File: config.mk
export PLATFORM = sky130hd
export DESIGN_NAME = benes_perm_scheduler
export DESIGN_NICKNAME = d
export VERILOG_FILES = /design/src/rtl/benes_perm_scheduler.sv
export SDC_FILE = /design/constraint.sdc
export NUM_CORES = 2
export LEC_CHECK = 0
export CAP_MARGIN = 20
export CORE_AREA = 2 2 234 236
export CTS_CLUSTER_SIZE = 25
export DETAILED_ROUTE_END_ITERATION = 10
export DIE_AREA = 0 0 236 238
export PLACE_DENSITY = 0.79
export SYNTH_ARGS = -nofsm -noshare
export SYNTH_HDL_FRONTEND = slang
export SYNTH_SLANG_ARGS = --single-unit
File: constraint.sdc
create_clock -name clk -period 3.2 [get_ports clk]
set_input_delay 0.32 -clock clk [delete_from_list [all_inputs] [get_ports clk]]
set_output_delay 0.32 -clock clk [all_outputs]
set_load 0.01 [all_outputs]
File: src/rtl/benes_perm_scheduler.sv
// Burst scheduler for a pipelined Benes network: stores per-stage switch configurations and
// drives each stage's switch_set in step with the beat occupying that stage.
module benes_perm_scheduler #(
   parameter int unsigned SWITCH_NUM = 16,
   parameter int unsigned STAGE_NUM  = 9,
   parameter int unsigned STAGE_LAT  = 2,
   parameter int unsigned OUT_LAT    = 17,
   parameter int unsigned NUM_CFG    = 4,
   parameter int unsigned CFG_W      = 2,
   parameter int unsigned LEN_W      = 8
) (
   input  logic                                  clk,
   input  logic                                  rst,
   input  logic                                  cfg_we,
   output logic                                  cfg_ready,
   input  logic [CFG_W-1:0]                      cfg_id,
   input  logic [3:0]                            cfg_stage,
   input  logic [SWITCH_NUM-1:0]                 cfg_data,
   input  logic                                  req_valid,
   output logic                                  req_ready,
   input  logic [CFG_W-1:0]                      req_cfg_id,
   input  logic [LEN_W-1:0]                      req_len,
   output logic                                  net_in_valid,
   output logic [STAGE_NUM-1:0][SWITCH_NUM-1:0]  switch_set,
   output logic                                  out_valid,
   output logic                                  out_last,
   output logic                                  busy
);

   localparam int unsigned PIPE_D = OUT_LAT + 1;

   typedef enum logic [0:0] {StIdle, StIssue} state_e;

   typedef struct packed {
      logic             valid;
      logic [CFG_W-1:0] id;
      logic             last;
   } tag_t;

   state_e                                           state_q, state_d;
   logic [CFG_W-1:0]                                 cur_id_q, cur_id_d;
   logic [LEN_W-1:0]                                 rem_q, rem_d;
   tag_t [PIPE_D-1:0]                                pipe_q, pipe_d;
   logic [NUM_CFG-1:0][STAGE_NUM-1:0][SWITCH_NUM-1:0] cfg_tbl_q, cfg_tbl_d;
   logic [STAGE_NUM-1:0][SWITCH_NUM-1:0]             sw_q, sw_d;
   logic                                             any_valid;
   logic                                             req_fire;

   always_comb begin
      any_valid = 1'b0;
      for (int k = 0; k < int'(PIPE_D); k++) begin
         any_valid = any_valid | pipe_q[k].valid;
      end
   end

   always_comb begin
      state_d   = state_q;
      cur_id_d  = cur_id_q;
      rem_d     = rem_q;
      // The final beat of a burst can accept the next request for a gapless handoff.
      req_ready = (state_q == StIdle) || (rem_q == LEN_W'(1));
      req_fire  = req_valid & req_ready;
      if (state_q == StIssue) begin
         rem_d = rem_q - LEN_W'(1);
         if (rem_q == LEN_W'(1)) begin
            state_d = StIdle;
         end
      end
      if (req_fire && (req_len != '0)) begin
         state_d  = StIssue;
         cur_id_d = req_cfg_id;
         rem_d    = req_len;
      end
   end

   // pipe_d[0] describes the beat entering the network next cycle; pipe_q[k] is k cycles old.
   always_comb begin
      pipe_d[0].valid = (state_d == StIssue);
      pipe_d[0].id    = cur_id_d;
      pipe_d[0].last  = (rem_d == LEN_W'(1));
      for (int k = 1; k < int'(PIPE_D); k++) begin
         pipe_d[k] = pipe_q[k-1];
      end
   end

   always_comb begin
      cfg_tbl_d = cfg_tbl_q;
      for (int s = 0; s < int'(STAGE_NUM); s++) begin
         if (cfg_we && cfg_ready && (cfg_stage == 4'(s))) begin
            cfg_tbl_d[cfg_id][s] = cfg_data;
         end
      end
   end

   // Each stage register loads only when a valid beat arrives there; otherwise it holds.
   always_comb begin
      sw_d = sw_q;
      for (int s = 0; s < int'(STAGE_NUM); s++) begin
         if (pipe_d[s*STAGE_LAT].valid) begin
            sw_d[s] = cfg_tbl_q[pipe_d[s*STAGE_LAT].id][s];
         end
      end
   end

   always_ff @(posedge clk) begin
      if (rst) begin
         state_q   <= StIdle;
         cur_id_q  <= '0;
         rem_q     <= '0;
         pipe_q    <= '0;
         cfg_tbl_q <= '0;
         sw_q      <= '0;
      end else begin
         state_q   <= state_d;
         cur_id_q  <= cur_id_d;
         rem_q     <= rem_d;
         pipe_q    <= pipe_d;
         cfg_tbl_q <= cfg_tbl_d;
         sw_q      <= sw_d;
      end
   end

   assign busy         = (state_q == StIssue) | any_valid;
   assign cfg_ready    = (state_q == StIdle) & ~busy;
   assign net_in_valid = (state_q == StIssue);
   assign switch_set   = sw_q;
   assign out_valid    = pipe_q[OUT_LAT].valid;
   assign out_last     = pipe_q[OUT_LAT].valid & pipe_q[OUT_LAT].last;

endmodule

==> flow_summary_export.csv <==
group,metric,value,unit
floorplan,design.core.area,53500,sq um
drt,drt_pass1_iterations,5,
drt,viasPerCell,5.911,
worst_setup_path,path_max_fanout,16,
cts,cts-root-buf,"clkbuf_16",
floorplan,die_w,236,um
finish,syn_to_final_growth,15.36,%
floorplan,initial_core_util,58.68,%
global_routing,grt-ovfl-total,0,
global_routing,grt_max_degree,243,
logic_synthesis,ys_seq_area_share,50.77,%
job,maxCapViolations,0,
worst_setup_path,worst-setup-path-type,"register to register",
worst_setup_path,cp.arrival,3.34,ns
placement,portBuffers,185,
cts,htreeDepth,3,
sta,holdWs,0.1293,ns
worst_hold_path,min-delay-path-class,"primary input to register",
drt,vias,22030,
logic_synthesis,synth-edff-count,0,
sta,finalCritPeriodShare,89.90,%
logic_synthesis,synth_seq_cells,796,
logic_synthesis,syn_area_per_cell,10.80,sq um
cts,insertion_delay,0.63,ns
logic_synthesis,async_reset_ff_share,0,%
sta,fin_skew,0.03320,ns
drt,postRouteAntennaNets,0,
worst_setup_path,start_kind,"register",
placement,dpl-instance-area,33620,sq um
sta,min_period,2.877,ns
global_routing,first_global_vias,22030,
power,p_leak,0.01273,uW
logic_synthesis,ys_types,44,
sta,hold_viol,0,
power,totalPowerFinal,19910,uW
logic_synthesis,yosys_most_used_dff,"dfxtp_1",
placement,gp_congestion,0.7899,
logic_synthesis,yosysWarningCount,0,
worst_hold_path,hp-start,"rst",
cts,cts_buffers,79,
worst_setup_path,worstPathRequired,3.66,ns
sta,max_slew_margin,25.81,%
worst_setup_path,r2r_start,"pipe_d[55]$_SDFF_PP0_",
finish,drive_gt1_share,12.18,%
drt,drc_errors,0,
cts,clock-sinks,796,
worst_setup_path,startpoint,"pipe_d[55]$_SDFF_PP0_",
floorplan,io_pins,186,
sta,max_freq,0.3476,GHz
drt,wl_per_cell,20.53,um
floorplan,die_h,238,um
global_routing,grt_usage,26.96,%
finish,stdcell_area,36210,sq um
drt,wl,76500,um
drt,drt_iter0_drc,1817,
cts,cts_tree,"done",
sta,setup_ws,0.3232,ns
sta,fin_tns_setup,0,ns
sta,grt_setup_unrepaired,"false",
global_routing,grt_first_pass_wirelength,120000,um
power,vdd_drop_max,0.0004147,V
placement,place_ws,0.2408,ns
finish,nNetsFinal,3010,
worst_setup_path,end_kind,"register",
power,power_density,549.9,nW/um^2
logic_synthesis,syn-cell-area,31390,sq um
floorplan,fp.dieArea,56170,sq um
logic_synthesis,syn_inst,2906,
sta,tightest_slew,1.111,ns
cts,postCtsHoldBufs,0,
cts,post_cts_resized,0,
cts,clkSlewWorstSetupHoldPaths,0.06,ns
floorplan,rows,85,
finish,fillCellCount,3825,
sta,setup_viol,0,
logic_synthesis,syn-num-nets,2944,
outcome,outcome,"finished, final reports clean",
placement,dp_hpwl,46970,um
cts,clock_path_buffers,3,
sta,finalMaxSlewViolations,0,
cts,post_cts_buffers,0,
global_routing,antenna_found_initial,2,
-- cells in the final DEF (no fill, tap or decap), types with 19 or more instances in the layout --
cell type / n
buf_4: 92
clkbuf_16: 82
clkbuf_8: 22
clkdlybuf4s50_1: 184
dfxtp_1: 796
mux2i_1: 419
mux4_2: 128
nand2_1: 26
nand2b_1: 19
nand3_1: 21
nand3b_1: 323
nor2_1: 401
nor2b_1: 66
o21ai_0: 320
-- critical path, stage by stage (launching register included) --
cell	delay, ns
dfxtp_1	0.31
nor4_1	0.26
nand3_1	0.28
or4_1	0.64
buf_4	0.30
nor4_4	0.25
buf_4	0.35
mux2i_1	0.23
nor2_1	0.07
-- power breakdown --
part	switching [uW]	internal (uW)
registers	34.0	9950
clock network	3830	5320
logic	502	281
-- kinds of logic (layout without fill, tap and decap cells) --
kind of cell    after synthesis  count (layout)  synth area share (%)
compound gates              347             347                 5.816
flops                       796             796                 50.77
buf+inv                     306             429                 4.309
simple gates                898             898                 16.19
other cells                   0               1                     0
fa+ha+maj                     2               2               0.07971
xor+xnor                      8               8                0.2232
mux                         549             549                 22.61
-- per-stage QoR --
| step | cells | utilization [%] |
|---|---|---|
| 6_report | 3726 | 67.69 |
| 5_1_grt | 3726 | 67.69 |
| 4_1_cts | 3724 | 67.64 |
| 3_5_place_dp | 3586 | 62.86 |
| 3_3_place_gp | 3586 | 62.86 |
| 2_1_floorplan | 2906 | - |
-- final timing paths --
check / to / cells after the start / slack, ns
setup / recovery: cfg_tbl_q[115]$_SDFFE_PP0P_ / 8 / 0.32
hold / removal: switch_set[28]$_SDFFE_PP0P_ / 2 / 0.13
hold reg to reg: pipe_d[60]$_SDFF_PP0_ / 1 / 0.43
setup reg to reg: cfg_tbl_q[115]$_SDFFE_PP0P_ / 8 / 0.32
-- layout make-up --
type	count	area [sq um]	area share, %
antenna	1	2.502	0.006911
timing repair buffer	284	2693	7.436
multi-input combinational	1804	14120	39.01
clock inverter	17	161.4	0.4457
tap	696	870.8	2.405
inverter	7	26.28	0.07256
sequential	796	15940	44.01
clock buffer	121	2397	6.620
-- per-layer routing --
layer | routed length (um) | GRT usage [%] | up-vias
met5 | 8 | 0 | -
met4 | 2990 | 12.93 | 2
met3 | 4563 | 4.917 | 146
met2 | 37160 | 44.74 | 669
met1 | 31770 | 34.20 | 10910
li1 | - | - | 10300
-- sequential cells by signal (all words and copies together), names as in the netlist --
name and cells:
cfg_tbl_q 576, switch_set 144, pipe_d 66, rem_q 8, out_valid 1, pipe_q 1
-- cells in the mapped netlist (21+ instances only) --
master,instances,area [sq um]
dfxtp_1,796,15940
mux2i_1,420,4204
nor2_1,401,1505
nand3b_1,323,2425
o21ai_0,320,1602
clkbuf_1,219,822.0
mux4_2,128,2883
nor2b_1,66,412.9
buf_1,28,105.1
nand2_1,26,97.59
buf_2,24,120.1
nand3_1,21,105.1
Power figures use the tool's default switching activity.
